==> config.mk <==
export PLATFORM = sky130hd
export DESIGN_NAME = rv32i_fetch_queue
export DESIGN_NICKNAME = d
export VERILOG_FILES = /design/src/rtl/rv32i_pkg.sv /design/src/rtl/rv32i_sync_fifo.sv /design/src/rtl/rv32i_fetch_queue.sv
export SDC_FILE = /design/constraint.sdc
export NUM_CORES = 1
export LEC_CHECK = 0
export ABC_AREA = 1
export CAP_MARGIN = 20
export CORE_ASPECT_RATIO = 0.75
export CORE_MARGIN = 2
export CORE_UTILIZATION = 42
export DETAILED_ROUTE_END_ITERATION = 8
export HOLD_SLACK_MARGIN = 0.03
export MAX_ROUTING_LAYER = met4
export SLEW_MARGIN = 20
export SYNTH_ARGS = -nofsm -noshare
export SYNTH_HDL_FRONTEND = slang
export SYNTH_SLANG_ARGS = --single-unit
==> constraint.sdc <==
create_clock -name clk_in -period 5.07 [get_ports clk_in]
set_input_delay 0.507 -clock clk_in [delete_from_list [all_inputs] [get_ports clk_in]]
set_output_delay 0.507 -clock clk_in [all_outputs]
set_load 0.03 [all_outputs]
==> src/rtl/rv32i_pkg.sv <==
// Shared constants for the RV32I fetch queue: the canonical NOP and the
// layout of one decode-queue entry {pc, instr, fault}.
package rv32i_pkg;

    // addi x0, x0, 0 -- substituted for the instruction word of faulted fetches
    localparam logic [31:0] RV32I_NOP = 32'h0000_0013;

    // Instruction word plus fault flag; the PC field (XLEN bits) sits above them
    localparam int ENTRY_PAYLOAD_W = 33;

    // Width of one queue entry for a given address width
    function automatic int entry_width(input int xlen);
        return xlen + ENTRY_PAYLOAD_W;
    endfunction

endpackage

==> src/rtl/rv32i_sync_fifo.sv <==
// Small synchronous FIFO with first-word-fall-through head, used both as the
// PC-tag FIFO for in-flight requests and as the decode instruction queue.
// Pointers wrap naturally, so DEPTH must be a power of two (>=2).
module rv32i_sync_fifo #(
    parameter int WIDTH = 32,
    parameter int DEPTH = 4
) (
    input  logic                     clk_in,
    input  logic                     reset_in,
    input  logic                     clear_i,
    input  logic                     push_i,
    input  logic [WIDTH-1:0]         push_data_i,
    input  logic                     pop_i,
    output logic [WIDTH-1:0]         head_o,
    output logic [$clog2(DEPTH):0]   count_o,
    output logic                     full_o,
    output logic                     empty_o
);
    localparam int AW = $clog2(DEPTH);

    logic [WIDTH-1:0] mem_q [DEPTH];
    logic [AW-1:0]    wr_ptr_q, wr_ptr_d;
    logic [AW-1:0]    rd_ptr_q, rd_ptr_d;
    logic [AW:0]      count_q, count_d;
    logic             do_push;
    logic             do_pop;

    assign empty_o = (count_q == '0);
    assign full_o  = (count_q == (AW+1)'(DEPTH));
    assign count_o = count_q;
    assign head_o  = mem_q[rd_ptr_q];

    // A clear discards everything; a push into a full FIFO is only allowed alongside a pop
    assign do_pop  = pop_i & ~empty_o & ~clear_i;
    assign do_push = push_i & ~clear_i & (~full_o | do_pop);

    // Next-state pointers and occupancy
    always_comb begin
        wr_ptr_d = wr_ptr_q;
        rd_ptr_d = rd_ptr_q;
        count_d  = count_q;
        if (clear_i) begin
            wr_ptr_d = '0;
            rd_ptr_d = '0;
            count_d  = '0;
        end else begin
            if (do_push) wr_ptr_d = wr_ptr_q + AW'(1);
            if (do_pop)  rd_ptr_d = rd_ptr_q + AW'(1);
            if (do_push && !do_pop)      count_d = count_q + (AW+1)'(1);
            else if (!do_push && do_pop) count_d = count_q - (AW+1)'(1);
        end
    end

    // Pointer and occupancy registers
    always_ff @(posedge clk_in or posedge reset_in) begin
        if (reset_in) begin
            wr_ptr_q <= '0;
            rd_ptr_q <= '0;
            count_q  <= '0;
        end else begin
            wr_ptr_q <= wr_ptr_d;
            rd_ptr_q <= rd_ptr_d;
            count_q  <= count_d;
        end
    end

    // Storage array; contents need no reset because occupancy guards every read
    always_ff @(posedge clk_in) begin
        if (do_push) mem_q[wr_ptr_q] <= push_data_i;
    end

    // Flag underflow and overflow attempts from the surrounding logic
    always @(posedge clk_in) begin
        if (!reset_in && !clear_i) begin
            assert (!(pop_i && empty_o)) else $error("rv32i_sync_fifo: pop from empty fifo");
            assert (!(push_i && full_o && !pop_i)) else $error("rv32i_sync_fifo: push into full fifo");
        end
    end

endmodule

==> src/rtl/rv32i_fetch_queue.sv <==
// Fetch queue between the PC generator and decode: issues imem requests under
// a credit limit, tags responses with their PC, buffers {pc, instr, fault} in
// order, and drops responses that belong to requests made before a flush.
module rv32i_fetch_queue
    import rv32i_pkg::*;
#(
    parameter int XLEN      = 32,
    parameter int DEPTH     = 4,
    parameter int MAX_OUTST = 2
) (
    input  logic            clk_in,
    input  logic            reset_in,
    input  logic [XLEN-1:0] fetch_address_i,
    input  logic            fetch_valid_i,
    output logic            fetch_stall_o,
    input  logic            flush_i,
    output logic            imem_req_o,
    output logic [XLEN-1:0] imem_addr_o,
    input  logic            imem_gnt_i,
    input  logic            imem_rvalid_i,
    input  logic [31:0]     imem_rdata_i,
    input  logic            imem_err_i,
    output logic            dec_valid_o,
    output logic [31:0]     dec_instr_o,
    output logic [XLEN-1:0] dec_pc_o,
    output logic            dec_fault_o,
    input  logic            dec_ready_i
);
    localparam int EW = entry_width(XLEN);
    localparam int OW = $clog2(MAX_OUTST) + 1;
    localparam int QW = $clog2(DEPTH) + 1;

    logic [OW-1:0]   outst_q, outst_d;
    logic [OW-1:0]   discard_q, discard_d;
    logic [OW:0]     inflight;
    logic [QW-1:0]   q_count;
    logic            q_full, q_empty;
    logic [EW-1:0]   q_head, q_push_data;
    logic            q_push, q_pop;
    logic [XLEN-1:0] tag_pc;
    logic [OW-1:0]   tag_count;
    logic            tag_full, tag_empty;
    logic            aligned, can_issue, handshake, resp_live, mis_accept;
    logic            unused_tag_count;

    // Responses still owed by memory, live or to be discarded, all consume credit
    assign inflight  = {1'b0, outst_q} + {1'b0, discard_q};
    assign can_issue = (int'(inflight) < MAX_OUTST) && (int'(q_count) + int'(inflight) < DEPTH);
    assign aligned   = (fetch_address_i[1:0] == 2'b00);

    assign imem_req_o  = ~reset_in & fetch_valid_i & can_issue & ~flush_i & aligned;
    assign imem_addr_o = fetch_address_i;
    assign handshake   = imem_req_o & imem_gnt_i;

    // A misaligned PC never goes to memory; it becomes a fault entry once older fetches are home
    assign mis_accept    = ~reset_in & fetch_valid_i & ~aligned & ~flush_i & (outst_q == '0) & ~q_full;
    assign fetch_stall_o = fetch_valid_i & ~handshake & ~mis_accept;

    // Responses to pre-flush requests (discard_q != 0) and responses in the flush cycle are dropped
    assign resp_live = imem_rvalid_i & (discard_q == '0) & ~flush_i;

    assign q_push      = resp_live | mis_accept;
    assign q_push_data = resp_live
                       ? {tag_pc, (imem_err_i ? RV32I_NOP : imem_rdata_i), imem_err_i}
                       : {fetch_address_i, RV32I_NOP, 1'b1};
    assign q_pop       = dec_valid_o & dec_ready_i & ~flush_i;

    assign dec_valid_o = ~q_empty;
    assign dec_pc_o    = dec_valid_o ? q_head[EW-1 -: XLEN] : '0;
    assign dec_instr_o = dec_valid_o ? q_head[32:1] : 32'h0;
    assign dec_fault_o = dec_valid_o & q_head[0];

    assign unused_tag_count = ^tag_count;

    // In-flight and discard counter next state
    always_comb begin
        outst_d   = outst_q;
        discard_d = discard_q;
        if (flush_i) begin
            outst_d   = '0;
            discard_d = discard_q + outst_q - OW'(imem_rvalid_i);
        end else begin
            if (handshake && !resp_live)      outst_d = outst_q + OW'(1);
            else if (!handshake && resp_live) outst_d = outst_q - OW'(1);
            if (imem_rvalid_i && discard_q != '0) discard_d = discard_q - OW'(1);
        end
    end

    // Counter registers
    always_ff @(posedge clk_in or posedge reset_in) begin
        if (reset_in) begin
            outst_q   <= '0;
            discard_q <= '0;
        end else begin
            outst_q   <= outst_d;
            discard_q <= discard_d;
        end
    end

    // Memory must never answer a request it was not given
    always @(posedge clk_in) begin
        if (!reset_in) begin
            assert (!(imem_rvalid_i && outst_q == '0 && discard_q == '0))
                else $error("rv32i_fetch_queue: rvalid with nothing in flight");
            assert (!(resp_live && tag_empty))
                else $error("rv32i_fetch_queue: response with empty tag fifo");
            assert (!(handshake && tag_full))
                else $error("rv32i_fetch_queue: request with full tag fifo");
        end
    end

    rv32i_sync_fifo #(.WIDTH(XLEN), .DEPTH(MAX_OUTST)) u_tag_fifo (
        .clk_in      (clk_in),
        .reset_in    (reset_in),
        .clear_i     (flush_i),
        .push_i      (handshake),
        .push_data_i (fetch_address_i),
        .pop_i       (resp_live),
        .head_o      (tag_pc),
        .count_o     (tag_count),
        .full_o      (tag_full),
        .empty_o     (tag_empty)
    );

    rv32i_sync_fifo #(.WIDTH(EW), .DEPTH(DEPTH)) u_instr_queue (
        .clk_in      (clk_in),
        .reset_in    (reset_in),
        .clear_i     (flush_i),
        .push_i      (q_push),
        .push_data_i (q_push_data),
        .pop_i       (q_pop),
        .head_o      (q_head),
        .count_o     (q_count),
        .full_o      (q_full),
        .empty_o     (q_empty)
    );

endmodule
== After elaboration in Yosys (flattened, before gate mapping) ==
Memories as Yosys holds them, arrays and structs flattened.
Index checks and enable logic that the tools add are counted.

* ROM bits: 0
* Latch bits: 0
* Output and inout bits: 100
* Bits of input ports: 72
* Logic and storage cells: 120
* Memory bits (writable): 324
* Memories: 2
* Register bits: 15

* Multiplexer cells: 27
* Bitwise logic cells: 36
* Divide/modulo/power cells: 0
* Reductions and logical operators: 28
* $lt $le $gt $ge: 2
* Shifts and indexed selects: 0
* Add/sub/neg operators: 15
* Equality and inequality tests: 2
* Multiply operators: 0

{| class="wikitable"
|+ Memory list
! memory !! depth !! bits a word !! read ports !! clocked after Yosys merged registers in !! wr ports !! RTL line !! RTL
|-
| u_instr_queue.mem_q || 4 || 65 || 1 || 0 || 1 || rv32i_sync_fifo.sv:21 || <nowiki>logic [WIDTH-1:0] mem_q [DEPTH];</nowiki>
|-
| u_tag_fifo.mem_q || 2 || 32 || 1 || 0 || 1 || rv32i_sync_fifo.sv:21 ||
|}

{| class="wikitable"
|+ Operators by type and width
! kind !! number
|-
| $mux W32 || 3
|-
| $mux W65 || 1
|-
| $and A1 B1 Y1 || 24
|-
| $mux W2 || 12
|-
| $reduce_bool A2 Y1 || 6
|-
| $mux W3 || 3
|-
| $not A1 Y1 || 9
|-
| $reduce_bool A3 Y1 || 3
|-
| $add A2 B1 Y2 const B || 4
|-
| $logic_and A1 B1 Y1 || 8
|-
| $logic_not A2 Y1 || 4
|-
| $mux W1 || 8
|-
| $logic_not A1 Y1 || 6
|-
| $sub A2 B1 Y2 const B || 3
|-
| $add A3 B3 Y4 || 1
|-
| $lt A4 B3 Y1 const B || 1
|-
| $add A2 B2 Y3 || 1
|-
| $add A3 B1 Y3 const B || 1
|-
| $eq A3 B3 Y1 const B || 1
|-
| $logic_not A3 Y1 || 1
|-
| $lt A3 B2 Y1 const B || 1
|-
| $or A1 B1 Y1 || 3
|-
| $sub A3 B1 Y3 const B || 1
|-
| $add A1 B1 Y1 const B || 2
|-
| other kinds (3) || 3
|}

== Depth between registers and ports, before layout ==
* Depth after elaboration: 15
* Depth in mapped cells: 14
* Mapped depth without buffers: 14

== By module ==
From an unflattened synthesis, not the netlist that was laid out.

* Cells, all modules: 1312
* Area total of the unflattened synthesis: 15197.1 µm²

{| class="wikitable"
|+ By module, submodules not included
! module !! instances !! cells each !! area an instance (µm²)
|-
| rv32i_sync_fifo at u_instr_queue || 1 || 701 || 10707.8
|-
| rv32i_sync_fifo at u_tag_fifo || 1 || 208 || 2581.2
|-
| rv32i_fetch_queue || 1 || 403 || 1908.1
|}

== Least setup slack after synthesis ==
Ideal clock, no wire load.

* Path kind: input-to-reg
* From: input reset_in
* To: memory u_instr_queue.mem_q[0][0] in the netlist's numbering, enable pin
* Arrival: 3.962 ns
* Path slack: 0.620 ns
* Cell stages on the path: 7
* Library setup time: 0.488 ns
* Path through: inv_2 nand2_1 nor2_1 nand3_1 nand2_1 o21ai_2 nor2_1

* Word-level cells in the longest chain between the ends: 11

{| class="wikitable"
|+ RTL lines
! element !! RTL line !! RTL
|-
| from (decl) || rv32i_fetch_queue.sv:12 || <nowiki>input logic reset_in,</nowiki>
|-
| $not A1 Y1 || rv32i_fetch_queue.sv:56 || <nowiki>assign mis_accept = ~reset_in & fetch_valid_i & ~aligned & ~flush_i & (outst_q == '0) & ~q_full;</nowiki>
|-
| $and A1 B1 Y1 (5 in series) || rv32i_fetch_queue.sv:56 ||
|-
| $or A1 B1 Y1 || rv32i_fetch_queue.sv:62 || <nowiki>assign q_push = resp_live | mis_accept;</nowiki>
|-
| $and A1 B1 Y1 (2 in series) || rv32i_sync_fifo.sv:35 || <nowiki>assign do_push = push_i & ~clear_i & (~full_o | do_pop);</nowiki>
|-
| $mux W1 || rv32i_sync_fifo.sv:69 || <nowiki>if (do_push) mem_q[wr_ptr_q] <= push_data_i;</nowiki>
|-
| $mux W1 (not written as such) || rv32i_sync_fifo.sv:69 ||
|-
| to (decl) || rv32i_sync_fifo.sv:21 ||
|}

No other way between the ends.

== Worst setup path in the final report ==
* From: register u_instr_queue.rd_ptr_q[0]
* To: output dec_instr_o[5]

* Word-level cells in the longest chain between the ends: 2

{| class="wikitable"
|+ RTL lines
! element !! RTL line !! RTL
|-
| from (decl) || rv32i_sync_fifo.sv:23 || <nowiki>logic [AW-1:0] rd_ptr_q, rd_ptr_d;</nowiki>
|-
| from (signal assigned) || rv32i_sync_fifo.sv:62 || <nowiki>rd_ptr_q <= rd_ptr_d;</nowiki>
|-
| $mem_v2 Z4 W65 || - ||
|-
| $mux W32 || rv32i_fetch_queue.sv:70 || <nowiki>assign dec_instr_o = dec_valid_o ? q_head[32:1] : 32'h0;</nowiki>
|-
| to (decl) || rv32i_fetch_queue.sv:24 || <nowiki>output logic [31:0] dec_instr_o,</nowiki>
|}

No other way between the ends.

==> results.py <==
metrics = {
    "sta": {
        "tightest_slew_ps": 1075,
        "hold_viol": 0,
        "fin_setup_tns_ps": 0,
        "fin_crit_ps": 4008,
        "final.setup.worst_slack_ps": 1062,
        "fin_crit_sh_pct": 79.05,
        "relSlewSlack_pct": 28.14,
        "skew_ps": 10.61,
        "rsz0062_at_grt": "no",
        "drv_slew": 0,
        "fmax_mhz": 249.5,
        "finalSetupViolCount": 0,
    },
    "floorplan": {
        "row_count": 58,
        "ioPinCount": 172,
        "start_util_pct": 42.73,
        "coreArea_um2": 33600,
        "dieArea_um2": 35700,
        "fp.dieH_um": 164.1,
        "die_w_um": 217.5,
    },
    "setup_path": {
        "crit_arrival_ps": 3500,
        "required_ps": 4560,
        "reg2reg_to": "u_tag_fifo.mem_q[0][19]",
        "path_cells": "buf_4 -> nor2_1 -> nor2_1 -> o21ai_0 -> a21oi_1 -> clkdlybuf4s50_1",
        "reg2reg_depth": 10,
        "critPathMaxFanout": 84,
        "reg2reg_from": "outst_q[0]",
        "startpoint_type": "flip-flop",
        "endpoint_kind": "output port",
        "crit_type": "flip-flop to output port",
        "reg2reg_slack_ps": 1710,
        "cp_common_cell": "nor2_1",
        "critical-path-slowest-cell": "dfrtp_4",
        "cpPeakStageDelay_ps": 1080,
    },
    "yosys": {
        "syn_inst": 1273,
        "syn_avg_cell_area_um2": 11.28,
        "syn_nets": 1358,
        "ys.flop_type": "edfxtp_1",
        "synth.most_common_cell": "edfxtp_1",
        "yosys.area.top_type_share_pct": 67.76,
        "synthTopCellsByArea": "edfxtp_1, nor2_1, o21ai_0",
        "synth_edf_count": 324,
        "synth_area_leader_cell": "edfxtp_1",
        "synth_commonest_cells": "edfxtp_1, nor2_1, o21ai_0, nand2_1, inv_1",
        "yosysWarnings": 0,
        "synth_area_um2": 14360,
        "async_reset_ff_share_pct": 4.425,
        "ys_types": 30,
        "seq_area_frac_synth_pct": 70.38,
        "synth-seq-cells": 339,
    },
    "clock_network": {
        "cts-hold-fix-buffers": 0,
        "post_cts_buffers": 0,
        "root_buffer": "clkbuf_16",
        "cts_tree": "yes",
        "clockBufferDepth": 3,
        "cts_max_level": 2,
        "clock_sinks": 339,
        "clk_pin_slew_ps": 60,
        "insertion_delay_ps": 500,
        "numCtsBuffers": 35,
        "cts_resized": 0,
    },
    "detailed_routing": {
        "avgRoutedWirePerCell_um": 17.42,
        "ant_nets": 0,
        "drt-initial-drc-count": 739,
        "drc_errors": 0,
        "vias": 9320,
        "via_per_inst": 4.973,
        "wl_mm": 32.65,
        "drtPass1Iterations": 4,
    },
    "run_status": {
        "status": "finished clean",
    },
    "place": {
        "post-place-ws_ps": 1541,
        "place_congestion": 0.7722,
        "dp.cells": 1810,
        "dp_hpwl_mm": 18.64,
        "portBuffers": 171,
    },
    "pwr": {
        "finalPower_mw": 8.850,
        "leakage_nw": 6.198,
        "powerDensity_nw_per_um2": 505.7,
        "irDropWorstVdd_uv": 273.4,
        "swShare_pct": 34.13,
        "clkPwrFrac_pct": 29.0,
        "power_frac_comb_pct": 32.6,
        "internal_power_mw": 5.829,
        "seq_power_share_pct": 38.4,
        "p_switching_mw": 3.021,
    },
    "final_layout": {
        "multiInputGateArea_um2": 3392,
        "fillers": 2897,
        "final_core_util_pct": 52.08,
        "final_cells": 1874,
        "drive_gt1_share_pct": 6.461,
        "diodes": 0,
        "area.sequential_um2": 10110,
        "syn_to_final_growth_pct": 21.88,
        "fin_nets": 1484,
    },
    "run": {
        "maxCapViolCount": 0,
    },
    "global_routing": {
        "grt_max_degree": 85,
        "antenna_found_initial": 0,
        "track_usage_pct": 18.79,
        "gr-total-overflow": 0,
        "grt_pass1_vias": 8949,
        "grt_pass1_wl_mm": 50.11,
    },
    "hold_path": {
        "hold_class": "input pin to async pin",
    },
}
final cells by class:
type,instances,area share [%]
Inverter,98,2.124
Sequential cell,339,57.78
Clock buffer,49,5.606
Tap cell,450,3.218
Multi-Input combinational cell,736,19.38
Clock inverter,13,0.9653
Timing Repair Buffer,189,10.93
stage by stage:
stage | hold slack [ps] | area, µm²
6_report | 317.5 | 17500
5_1_grt | 343.5 | 17500
4_1_cts | 306.9 | 17440
3_5_place_dp | 490.9 | 16290
3_3_place_gp | 483.1 | 16290
2_1_floorplan | 338.3 | 14360
registers in the layout, summed over array words and instances, names as in the netlist:
name                    flops
u_tag_fifo.wr_ptr_q         1
discard_q                   2
u_tag_fifo.rd_ptr_q         1
u_instr_queue.wr_ptr_q      2
u_tag_fifo.mem_q           64
u_instr_queue.count_o       3
u_tag_fifo.count_o          2
u_instr_queue.mem_q       260
u_instr_queue.rd_ptr_q      2
outst_q                     2
power groups by stage:
stage | sequential (mW) | clock, mW | combinational, mW
floorplan | 3.38 | 0 | 1.82
CTS | 3.40 | 2.63 | 2.92
global route | 3.42 | 2.73 | 3.14
finish | 3.40 | 2.57 | 2.89
global placement | 3.45 | 0 | 2.89
detailed placement | 3.46 | 0 | 2.91
per-layer routing:
layer / share of wire [%] / track usage, %
met1: 48 / 27.13
met2: 45 / 28.27
met3: 6.0 / 3.056
met4: 1.2 / 3.736
met5: 0 / -
kinds of logic after synthesis:
kind of cell	after synthesis	share of synthesized area, %
xor gates and xnor gates	4	0.2441
and+or+nand+nor	443	12.16
buffers and inverters	198	6.309
AOI/OAI and AO/OA	276	9.673
DFF	339	70.38
adders and majority gates	13	1.237
critical path, delay by kind of cell, from the launching register on:
kind                   cells  cell delay (ps)
flip-flops                 1             1080
AO/OA/AOI/OAI              2              330
AND/OR/NAND/NOR            2              220
buffers and inverters      2             1340
how the worst max path moves through the flow:
| stage | startpoint | to | slack [ps] |
|---|---|---|---|
| after detailed placement | u_instr_queue.rd_ptr_q[0] | dec_instr_o[5] | 1540 |
| after CTS | u_instr_queue.rd_ptr_q[0] | dec_pc_o[28] | 980 |
| after floorplan | reset_in | u_instr_queue.mem_q[0][0] | 620 |
| after global routing | u_instr_queue.rd_ptr_q[0] | dec_pc_o[28] | 780 |
| after global placement | u_instr_queue.rd_ptr_q[0] | dec_pc_o[28] | 1570 |
| final | u_instr_queue.rd_ptr_q[0] | dec_instr_o[5] | 1060 |
layout by cell type, fill, tap and decap left out, types with 2 or more instances in the layout:
| cell type | count |
|---|---|
| nand3_2 | 2 |
| edfxtp_1 | 324 |
| bufinv_16 | 4 |
| a21oi_1 | 72 |
| or2_2 | 3 |
| nor2_2 | 2 |
| xnor2_1 | 2 |
| nand4_1 | 3 |
| buf_4 | 14 |
| clkbuf_16 | 37 |
| ha_1 | 11 |
| nand2_1 | 105 |
| fa_1 | 2 |
| dfrtp_1 | 12 |
| inv_1 | 91 |
| nor2_4 | 7 |
| inv_2 | 5 |
| dfrtp_2 | 2 |
| clkbuf_1 | 11 |
| nor2_1 | 300 |
| o21ai_1 | 8 |
| o21ai_0 | 194 |
| nand3_1 | 17 |
| clkdlybuf4s50_1 | 171 |
| xor2_1 | 2 |
| buf_12 | 2 |
| clkinv_1 | 5 |
| buf_16 | 2 |
| clkinv_2 | 2 |
Power figures use the tool's default switching activity.
